==> config.mk <==
export PLATFORM = sky130hd
export DESIGN_NAME = instr_sequencer_flat
export DESIGN_NICKNAME = d
export VERILOG_FILES = /design/src/rtl/instr_sequencer_if.sv /design/src/rtl/instr_sequencer.sv /design/src/flat_wrapper.sv
export SDC_FILE = /design/constraint.sdc
export NUM_CORES = 1
export LEC_CHECK = 0
export BUFFER_PORTS_ARGS = -buffer_cell sky130_fd_sc_hd__buf_2
export CAP_MARGIN = 10
export CORE_MARGIN = 8
export CORE_UTILIZATION = 39
export CTS_BUF_LIST = sky130_fd_sc_hd__clkbuf_8
export CTS_CLUSTER_DIAMETER = 120
export DETAILED_ROUTE_END_ITERATION = 10
export PLACE_DENSITY = 0.75
export RECOVER_POWER = 100
export SETUP_SLACK_MARGIN = 0.02
export SLEW_MARGIN = 10
export SYNTH_ARGS = -nofsm -noshare
export SYNTH_HDL_FRONTEND = slang
export SYNTH_SLANG_ARGS = --single-unit
==> constraint.sdc <==
create_clock -name clock -period 1.7 [get_ports clock]
set_input_delay 0.085 -clock clock [delete_from_list [all_inputs] [get_ports clock]]
set_output_delay 0.085 -clock clock [all_outputs]
set_load 0.05 [all_outputs]
==> src/rtl/instr_sequencer_if.sv <==
// Control/status bundle between instr_sequencer (master) and the 32-bit bus datapath (slave).
// The sequencer reads run/IR/mem_rdy and drives every datapath strobe plus status.
interface instr_sequencer_if;
  logic        run;
  logic [31:0] IR;
  logic        mem_rdy;
  logic [15:0] Rin;
  logic [15:0] Rout;
  logic        PCin;
  logic        PCout;
  logic        MARin;
  logic        MDRin;
  logic        MDRout;
  logic        IRin;
  logic        Yin;
  logic        Zlowin;
  logic        Zhighin;
  logic        Zlowout;
  logic        Zhighout;
  logic        HIin;
  logic        LOin;
  logic        IncPC;
  logic        Read;
  logic        ALU_MUL;
  logic        ALU_DIV;
  logic [3:0]  ALUop;
  logic        busy;
  logic        halted;
  logic        fault;

  modport master (
    input  run, IR, mem_rdy,
    output Rin, Rout, PCin, PCout, MARin, MDRin, MDRout, IRin, Yin,
           Zlowin, Zhighin, Zlowout, Zhighout, HIin, LOin, IncPC, Read,
           ALU_MUL, ALU_DIV, ALUop, busy, halted, fault
  );

  modport slave (
    output run, IR, mem_rdy,
    input  Rin, Rout, PCin, PCout, MARin, MDRin, MDRout, IRin, Yin,
           Zlowin, Zhighin, Zlowout, Zhighout, HIin, LOin, IncPC, Read,
           ALU_MUL, ALU_DIV, ALUop, busy, halted, fault
  );
endinterface

==> src/rtl/instr_sequencer.sv <==
// Hardwired fetch/execute sequencer for the 32-bit bus datapath.
// Optional: define ILLEGAL_OP_TRAP_EN to trap illegal opcodes into HALT with fault set.
//
// state | meaning
// IDLE  | waiting for run
// T0    | PC -> MAR, Z <= PC+1
// T1    | Z -> PC, memory read into MDR, waits on mem_rdy
// T2    | MDR -> IR
// T3    | Rb -> Y (two-source ops), nop/halt/illegal resolved here
// T4    | ALU operation into Z (Zhigh too for mul/div)
// T5    | Zlow -> Ra, or Zlow -> LO for mul/div
// T6    | Zhigh -> HI (mul/div only)
// HALT  | stopped, leaves only through clear
module instr_sequencer #(
  parameter int MEM_WAIT_MAX = 15
) (
  input logic               clock,
  input logic               clear,
  instr_sequencer_if.master bus
);

  localparam int CW = (MEM_WAIT_MAX < 2) ? 1 : $clog2(MEM_WAIT_MAX + 1);
  localparam logic [CW-1:0] WAIT_LAST = CW'(MEM_WAIT_MAX - 1);

  typedef enum logic [3:0] {
    S_IDLE,
    S_T0,
    S_T1,
    S_T2,
    S_T3,
    S_T4,
    S_T5,
    S_T6,
    S_HALT
  } state_t;

  typedef enum logic [2:0] {
    C_BIN,
    C_UNARY,
    C_MUL,
    C_DIV,
    C_NOP,
    C_HALT,
    C_ILL
  } op_class_t;

  state_t          state_q;
  logic [CW-1:0]   wait_cnt_q;
  logic            fault_q;

  logic [4:0]      opcode;
  logic [3:0]      ra;
  logic [3:0]      rb;
  logic [3:0]      rc;
  logic [15:0]     ra_oh;
  logic [15:0]     rb_oh;
  logic [15:0]     rc_oh;
  op_class_t       op_class;
  logic [3:0]      alu_sel;
  logic            is_muldiv;
  state_t          end_state;
  logic            unused_ir;

  assign opcode    = bus.IR[31:27];
  assign ra        = bus.IR[26:23];
  assign rb        = bus.IR[22:19];
  assign rc        = bus.IR[18:15];
  assign unused_ir = ^bus.IR[14:0];
  assign ra_oh     = 16'b1 << ra;
  assign rb_oh     = 16'b1 << rb;
  assign rc_oh     = 16'b1 << rc;
  assign is_muldiv = (op_class == C_MUL) || (op_class == C_DIV);
  assign end_state = bus.run ? S_T0 : S_IDLE;

  always_comb begin
    op_class = C_ILL;
    alu_sel  = 4'd0;
    case (opcode)
      5'b00011: begin op_class = C_BIN;   alu_sel = 4'd0;  end
      5'b00100: begin op_class = C_BIN;   alu_sel = 4'd1;  end
      5'b00101: begin op_class = C_BIN;   alu_sel = 4'd2;  end
      5'b00110: begin op_class = C_BIN;   alu_sel = 4'd3;  end
      5'b00111: begin op_class = C_BIN;   alu_sel = 4'd4;  end
      5'b01000: begin op_class = C_BIN;   alu_sel = 4'd5;  end
      5'b01001: begin op_class = C_BIN;   alu_sel = 4'd6;  end
      5'b01010: begin op_class = C_BIN;   alu_sel = 4'd7;  end
      5'b01011: begin op_class = C_BIN;   alu_sel = 4'd8;  end
      5'b10001: begin op_class = C_UNARY; alu_sel = 4'd9;  end
      5'b10010: begin op_class = C_UNARY; alu_sel = 4'd10; end
      5'b10000: begin op_class = C_MUL;   alu_sel = 4'd11; end
      5'b01111: begin op_class = C_DIV;   alu_sel = 4'd12; end
      5'b11010: op_class = C_NOP;
      5'b11011: op_class = C_HALT;
      default:  op_class = C_ILL;
    endcase
  end

  always_ff @(posedge clock or negedge clear) begin
    if (!clear) begin
      state_q    <= S_IDLE;
      wait_cnt_q <= '0;
      fault_q    <= 1'b0;
    end else begin
      case (state_q)
        S_IDLE: if (bus.run) state_q <= S_T0;
        S_T0:   state_q <= S_T1;
        S_T1: begin
          // PCin stays high while waiting; Z is not reloaded, so PC is unchanged.
          if (bus.mem_rdy) begin
            state_q    <= S_T2;
            wait_cnt_q <= '0;
          end else if ((MEM_WAIT_MAX != 0) && (wait_cnt_q == WAIT_LAST)) begin
            state_q    <= S_HALT;
            wait_cnt_q <= '0;
            fault_q    <= 1'b1;
          end else begin
            wait_cnt_q <= wait_cnt_q + 1'b1;
          end
        end
        S_T2:   state_q <= S_T3;
        S_T3: begin
          case (op_class)
            C_NOP:  state_q <= end_state;
            C_HALT: state_q <= S_HALT;
            C_ILL: begin
`ifdef ILLEGAL_OP_TRAP_EN
              state_q <= S_HALT;
              fault_q <= 1'b1;
`else
              state_q <= end_state;
`endif
            end
            default: state_q <= S_T4;
          endcase
        end
        S_T4:   state_q <= S_T5;
        S_T5:   state_q <= is_muldiv ? S_T6 : end_state;
        S_T6:   state_q <= end_state;
        S_HALT: state_q <= S_HALT;
        default: state_q <= S_IDLE;
      endcase
    end
  end

  // Moore decode: IR is loaded at the T2->T3 edge, so T3..T6 strobes must
  // follow the live IR rather than a pre-registered copy.
  logic [15:0] rin, rout;
  logic [3:0]  aluop;
  logic pc_in, pc_out, mar_in, mdr_in, mdr_out, ir_in, y_in;
  logic zlow_in, zhigh_in, zlow_out, zhigh_out, hi_in, lo_in;
  logic inc_pc, rd, alu_mul, alu_div;

  always_comb begin
    rin       = '0;
    rout      = '0;
    aluop     = 4'd0;
    pc_in     = 1'b0;
    pc_out    = 1'b0;
    mar_in    = 1'b0;
    mdr_in    = 1'b0;
    mdr_out   = 1'b0;
    ir_in     = 1'b0;
    y_in      = 1'b0;
    zlow_in   = 1'b0;
    zhigh_in  = 1'b0;
    zlow_out  = 1'b0;
    zhigh_out = 1'b0;
    hi_in     = 1'b0;
    lo_in     = 1'b0;
    inc_pc    = 1'b0;
    rd        = 1'b0;
    alu_mul   = 1'b0;
    alu_div   = 1'b0;
    case (state_q)
      S_T0: begin
        pc_out  = 1'b1;
        mar_in  = 1'b1;
        inc_pc  = 1'b1;
        zlow_in = 1'b1;
      end
      S_T1: begin
        zlow_out = 1'b1;
        pc_in    = 1'b1;
        rd       = 1'b1;
        mdr_in   = 1'b1;
      end
      S_T2: begin
        mdr_out = 1'b1;
        ir_in   = 1'b1;
      end
      S_T3: begin
        if ((op_class == C_BIN) || is_muldiv) begin
          rout = rb_oh;
          y_in = 1'b1;
        end
      end
      S_T4: begin
        rout     = (op_class == C_UNARY) ? rb_oh : rc_oh;
        aluop    = alu_sel;
        zlow_in  = 1'b1;
        zhigh_in = is_muldiv;
        alu_mul  = (op_class == C_MUL);
        alu_div  = (op_class == C_DIV);
      end
      S_T5: begin
        zlow_out = 1'b1;
        if (is_muldiv) lo_in = 1'b1;
        else           rin   = ra_oh;
      end
      S_T6: begin
        zhigh_out = 1'b1;
        hi_in     = 1'b1;
      end
      default: ;
    endcase
  end

  assign bus.Rin      = rin;
  assign bus.Rout     = rout;
  assign bus.ALUop    = aluop;
  assign bus.PCin     = pc_in;
  assign bus.PCout    = pc_out;
  assign bus.MARin    = mar_in;
  assign bus.MDRin    = mdr_in;
  assign bus.MDRout   = mdr_out;
  assign bus.IRin     = ir_in;
  assign bus.Yin      = y_in;
  assign bus.Zlowin   = zlow_in;
  assign bus.Zhighin  = zhigh_in;
  assign bus.Zlowout  = zlow_out;
  assign bus.Zhighout = zhigh_out;
  assign bus.HIin     = hi_in;
  assign bus.LOin     = lo_in;
  assign bus.IncPC    = inc_pc;
  assign bus.Read     = rd;
  assign bus.ALU_MUL  = alu_mul;
  assign bus.ALU_DIV  = alu_div;
  assign bus.busy     = (state_q != S_IDLE) && (state_q != S_HALT);
  assign bus.halted   = (state_q == S_HALT);
  assign bus.fault    = fault_q;

endmodule

==> src/flat_wrapper.sv <==
// flat-port wrapper written by rule: the top's interface ports become plain ports
module instr_sequencer_flat 
#(
  parameter int MEM_WAIT_MAX = 15
)
  (clock, clear, bus_run, bus_IR, bus_mem_rdy, bus_Rin, bus_Rout, bus_PCin, bus_PCout, bus_MARin, bus_MDRin, bus_MDRout, bus_IRin, bus_Yin, bus_Zlowin, bus_Zhighin, bus_Zlowout, bus_Zhighout, bus_HIin, bus_LOin, bus_IncPC, bus_Read, bus_ALU_MUL, bus_ALU_DIV, bus_ALUop, bus_busy, bus_halted, bus_fault);
  instr_sequencer_if bus_i ();
  input logic clock;
  input logic clear;
  input wire logic [$bits(bus_i.run)-1:0] bus_run;
  input wire logic [$bits(bus_i.IR)-1:0] bus_IR;
  input wire logic [$bits(bus_i.mem_rdy)-1:0] bus_mem_rdy;
  output wire logic [$bits(bus_i.Rin)-1:0] bus_Rin;
  output wire logic [$bits(bus_i.Rout)-1:0] bus_Rout;
  output wire logic [$bits(bus_i.PCin)-1:0] bus_PCin;
  output wire logic [$bits(bus_i.PCout)-1:0] bus_PCout;
  output wire logic [$bits(bus_i.MARin)-1:0] bus_MARin;
  output wire logic [$bits(bus_i.MDRin)-1:0] bus_MDRin;
  output wire logic [$bits(bus_i.MDRout)-1:0] bus_MDRout;
  output wire logic [$bits(bus_i.IRin)-1:0] bus_IRin;
  output wire logic [$bits(bus_i.Yin)-1:0] bus_Yin;
  output wire logic [$bits(bus_i.Zlowin)-1:0] bus_Zlowin;
  output wire logic [$bits(bus_i.Zhighin)-1:0] bus_Zhighin;
  output wire logic [$bits(bus_i.Zlowout)-1:0] bus_Zlowout;
  output wire logic [$bits(bus_i.Zhighout)-1:0] bus_Zhighout;
  output wire logic [$bits(bus_i.HIin)-1:0] bus_HIin;
  output wire logic [$bits(bus_i.LOin)-1:0] bus_LOin;
  output wire logic [$bits(bus_i.IncPC)-1:0] bus_IncPC;
  output wire logic [$bits(bus_i.Read)-1:0] bus_Read;
  output wire logic [$bits(bus_i.ALU_MUL)-1:0] bus_ALU_MUL;
  output wire logic [$bits(bus_i.ALU_DIV)-1:0] bus_ALU_DIV;
  output wire logic [$bits(bus_i.ALUop)-1:0] bus_ALUop;
  output wire logic [$bits(bus_i.busy)-1:0] bus_busy;
  output wire logic [$bits(bus_i.halted)-1:0] bus_halted;
  output wire logic [$bits(bus_i.fault)-1:0] bus_fault;
  assign bus_i.run = bus_run;
  assign bus_i.IR = bus_IR;
  assign bus_i.mem_rdy = bus_mem_rdy;
  assign bus_Rin = bus_i.Rin;
  assign bus_Rout = bus_i.Rout;
  assign bus_PCin = bus_i.PCin;
  assign bus_PCout = bus_i.PCout;
  assign bus_MARin = bus_i.MARin;
  assign bus_MDRin = bus_i.MDRin;
  assign bus_MDRout = bus_i.MDRout;
  assign bus_IRin = bus_i.IRin;
  assign bus_Yin = bus_i.Yin;
  assign bus_Zlowin = bus_i.Zlowin;
  assign bus_Zhighin = bus_i.Zhighin;
  assign bus_Zlowout = bus_i.Zlowout;
  assign bus_Zhighout = bus_i.Zhighout;
  assign bus_HIin = bus_i.HIin;
  assign bus_LOin = bus_i.LOin;
  assign bus_IncPC = bus_i.IncPC;
  assign bus_Read = bus_i.Read;
  assign bus_ALU_MUL = bus_i.ALU_MUL;
  assign bus_ALU_DIV = bus_i.ALU_DIV;
  assign bus_ALUop = bus_i.ALUop;
  assign bus_busy = bus_i.busy;
  assign bus_halted = bus_i.halted;
  assign bus_fault = bus_i.fault;
  instr_sequencer #(.MEM_WAIT_MAX(MEM_WAIT_MAX)) u_core (.clock(clock), .clear(clear), .bus(bus_i));
endmodule
; After elaboration in Yosys (flattened, before gate mapping)
; Cells that the tools add are included.
[totals]
ff_bits = 9
in_bits = 36
out_inout_bits = 56
wordCells = 84
[op_classes]
addsub = 1
n_eq_ne = 33
n_shift = 3
muxes = 30
bitwise_logic = 1
reduce_logical = 13
[op_table]
columns = cell, count
row1 = $mux W16, 4
row2 = $pmux W4 S12, 1
row3 = $shl A1 B4 Y16 const A, 3
row4 = $pmux W4 S9, 1
row5 = $pmux W16 S2, 1
row6 = $mux W4, 7
row7 = $eq A5 B4 Y1 const B, 5
row8 = $eq A5 B5 Y1 const B, 5
row9 = $eq A5 B3 Y1 const B, 4
row10 = $pmux W3 S6, 1
row11 = $eq A4 B3 Y1 const B, 4
row12 = $mux W1, 14
row13 = $eq A3 B3 Y1 const B, 3
row14 = $reduce_or A9 Y1, 1
row15 = $eq A4 B2 Y1 const B, 2
row16 = $eq A4 B4 Y1 const B, 2
row17 = $pmux W4 S2, 1
row18 = $reduce_or A2 Y1, 4
row19 = $eq A3 B2 Y1 const B, 2
row20 = $eq A5 B2 Y1 const B, 1
row21 = $add A4 B1 Y4 const B, 1
row22 = $eq A4 B1 Y1 const B, 1
row23 = $logic_not A4 Y1, 1
row24 = $ne A4 B4 Y1 const B, 1
row25 = other kinds (10), 11

; Depth between registers and ports, before layout
[logic_depth]
ltp_word = 8
mapped_depth = 6
depth_no_buf = 6

; Worst setup path before layout
; No wires, ideal clock.
[synth_timing]
path_type = register to output
startpoint = register u_core.state_q[1]
endpoint = output port bus_Rin[8]
t_arrival_ns = 2.310
t_required_ns = 1.615
slack_ns = -0.695
stages_incl_launch_ff = 6
path_buffers = 1
cell_sequence = dfrtp_1 > clkbuf_1 > nand4bb_1 > a221oi_1 > nand3b_1 > nor3_1
[synth_between]
elab_chain_cells = 2
[synth_rtl]
columns = item, line
row1 = start: declaration, instr_sequencer.sv:47  ; state_t state_q;
row2 = start signal: assignment, instr_sequencer.sv:123  ; C_NOP: state_q <= end_state;
row3 = start signal: assignment, instr_sequencer.sv:130  ; state_q <= end_state;
row4 = start signal: assignment, instr_sequencer.sv:137  ; S_T5: state_q <= is_muldiv ? S_T6 : end_state;
row5 = $eq A4 B3 Y1, instr_sequencer.sv:174  ; case (state_q)
row6 = $mux W16, instr_sequencer.sv:174
row7 = end: declaration, flat_wrapper.sv:13  ; output wire logic [$bits(bus_i.Rin)-1:0] bus_Rin;
; Every way passes these cells.

; Final worst setup path
[layout_timing]
startpoint = register u_core.state_q[3]
endpoint = output port bus_Rin[0]
; Same word-level chain as after synthesis.

==> metrics.md <==
| Metric | Value |
|---|---|
| Peak Freq | `just under 0.5 GHz` |
| Syn Inst Count | `230` |
| Req. time, crit path | `between 1.5 and 2 ns` |
| Max Slew Vio Count | `0` |
| Power Dens Cells | `905 mW/mm^2` |
| Core footprint | `0.00400 sq mm` |
| WL/cell | `22.2 um` |
| DRT iter0 DRCs | `~310` |
| HP Class | `input port to flip-flop` |
| Vias in the first global route | `around 2500` |
| Post-Synthesis Mean Instance Area | `7.04 sq um` |
| Area of the multi-input gates | `0.00173 sq mm` |
| Number of remaining DRC errors | `0` |
| WS Path Type | `flip-flop to output pin` |
| Seq pwr share | `0.131` |
| FF+latch area | `between 200 and 250 sq um` |
| Die Ht | `80.4 um` |
| Num CTS Buffers | `3` |
| Post-synth EDFFs | `0` |
| Critical path launch point type | `flip-flop` |
| Gr usage total | `0.243` |
| Number of synthesis warnings | `0` |
| Most frequent cells in the layout | `buf_4, buf_6, buf_2, buf_8, nor2_4` |
| Cell variety after synth | `57` |
| Layout cells sized above 1 | `0.637` |
| Deepest clock path buffer count | `2` |
| Synthesized Nets | `268` |
| CTS sink cnt | `9` |
| Clock power frac | `0.082` |
| Final Skew | `0.00195 ns` |
| Worst skew pair latency | `0.24 ns` |
| Clk slew on worst S/H paths | `0.05 ns` |
| Grt ovf | `0` |
| Worst-case vdd ir drop | `1.20 mV` |
| Final ANT Viol Nets | `0` |
| RSZ-0062 raised after global routing | `true` |
| Arr. time, crit path | `~1.9 ns` |
| Leakage power | `~1.4 nW` |
| Placer Congestion | `roughly 0.9` |
| Sw Ratio | `0.520` |
| CP Max Fanout | `6` |
| Minimum clock period | `2.03 ns` |
| Share of the yosys chip area belonging to registers | `0.139` |
| Design Power | `3.12 mW` |
| Final setup viols | `49` |
| Die W | `between 80 and 90 um` |
| I/O Pins | `92` |
| First-pass GRT wire length | `about 13000 um` |
| Initial antenna violation count | `0` |
| Post-placement cell area | `between 0.002 and 0.003 sq mm` |
| Core Rows | `23` |
| Synth Flop Type | `dfrtp_1` |
| Die area | `0.00647 sq mm` |
| Post-DP HPWL | `5240 um` |
| Post-Syn Area | `~0.0016 sq mm` |
| Yosys reg bits | `9` |
| Switching pwr | `1.62 mW` |
| Filler cells | `192` |
| Area growth, synth to finish | `113%` |
| Final #Nets | `386` |
| Pre-antenna DRT Iters | `5` |
| Port Buffers | `76` |
| Failing checks | `negative setup slack` |
| DR vias/cell | `6.28` |
| Crit share post-route | `1.19` |
| Fin cells | `397` |
| Cell Int Power | `1.50 mW` |
| CTS tree | `built` |
| Total vias in the final route | `roughly 2500` |
| Ant diodes | `0` |
| Run status | `finished, violations left` |
| Tightest Pin Transition | `0.667 ns` |
| H-tree depth | `1` |
| Final worst-path setup slack | `-0.329 ns` |
| Hold Vio Cnt, Final | `0` |
| Commonest non-fill, non-tap cell in the layout | `buf_4` |
| Max-Cap Viols | `0` |
| Root Buffer | `clkbuf_8` |
| Max-slew headroom | `0.554` |
| Comb power frac | `0.787` |
| Async SR Flop Fraction | `1.00` |
| Largest net degree at the start of global routing | `14` |
| WL final | `8820 um` |
| Critical Path End Type | `output pin` |
| Initial Util | `0.405` |
| Placed Cells incl. Taps | `about 380` |
| Final instance area | `between 0.003 and 0.004 sq mm` |
[layer usage]
metal	vias to the layer above	share of wire	global-route usage
li1	1095	-	-
met1	1193	0.36	0.263
met2	168	0.54	0.441
met3	36	0.078	0.0458
met4	0	0.030	0.115
met5	-	0	0
[cell type report]
class,count,area share
Tap cell,50,0.0181
Multi-Input combinational cell,183,0.501
Clock inverter,1,0.00109
Clock buffer,3,0.0120
Sequential cell,9,0.0668
Timing Repair Buffer,138,0.385
Inverter,13,0.0152
[worst paths after layout]
kind | start | to | slack, ns | cells past startpoint
worst max register to register | u_core.state_q[3] | u_core.wait_cnt_q[2] | -0.24 | 8
worst max-delay path | u_core.state_q[3] | bus_Rin[0] | -0.33 | 5
worst min-delay path | bus_mem_rdy | u_core.state_q[1] | 0.20 | 3
min in group asynchronous | clear | u_core.state_q[2] | 0.34 | 2
max in group asynchronous | clear | u_core.state_q[3] | 0.96 | 2
worst min register to register | u_core.bus.fault | u_core.bus.fault | 0.51 | 1
[logic make-up (layout without fill, tap and decap cells)]
kind of cell	after synthesis	in the layout	synth area share
simple gates	114	114	0.402
compound gates	63	63	0.290
buf+inv	38	155	0.125
flops	9	9	0.139
fa+ha+maj	2	2	0.0155
xor+xnor	2	2	0.0155
mux	2	2	0.0131
[cells in the mapped netlist (3+ instances only)]
cell type	count	area, sq um
nor3_1	10	50.1
nand3_1	11	55.1
o22ai_1	10	62.6
a21oi_1	10	50.1
clkbuf_1	8	30.0
dfrtp_1	9	225
nand2_1	12	45.0
nand2b_1	9	56.3
o2111ai_1	3	26.3
o21ai_0	6	30.0
o32a_1	4	40.0
buf_2	4	20.0
nand4_1	4	25.0
inv_1	13	48.8
a22o_1	4	35.0
a41o_1	4	40.0
buf_4	8	60.1
nor3b_1	5	37.5
nor2_1	31	116
a32oi_1	8	70.1
nor2b_1	6	37.5
nand3b_1	4	30.0
buf_6	3	33.8
[registers in the layout, indices dropped and copies added, names as in the netlist]
signal / flops
u_core.wait_cnt_q: 4
u_core.bus.fault: 1
u_core.state_q: 4
[power groups by stage]
stage               clock network, mW  logic, mW  registers (mW)
global route                    0.275       2.56           0.420
floorplan                           0       1.38           0.325
finish                          0.256       2.45           0.409
CTS                             0.256       2.16           0.387
detailed placement                  0       1.73           0.362
global placement                    0       1.71           0.355
[stage by stage]
| step | setup slack, ns | hold WS, ns | setup TNS, ns | utilization |
|---|---|---|---|---|
| after CTS | -0.238 | 0.180 | -7.97 | 0.807 |
| after detailed placement | -0.204 | -0.0449 | -3.57 | 0.658 |
| final | -0.329 | 0.201 | -10.44 | 0.862 |
| after global placement | -0.186 | -0.0484 | -2.65 | 0.658 |
| after global routing | -0.391 | 0.207 | -13.22 | 0.862 |
| after floorplan | -0.204 | -0.211 | -2.69 | - |
[timing repair]
action,4_1_cts,5_1_grt
setup buffers,11,5
hold endpoints to repair,9,0
setup endpoints to repair,48,58
resized for setup,130,50
cloned,0,0
pin swaps,23,13
hold buffers,1,0
[worst max-delay path, cell delays in order (launching register included)]
cell and delay, ns:
dfrtp_2 0.45, nand4bb_4 0.29, or4_4 0.45, buf_6 0.16
nor3_4 0.15, buf_6 0.19
No activity file was read; power rests on OpenSTA's default activity.
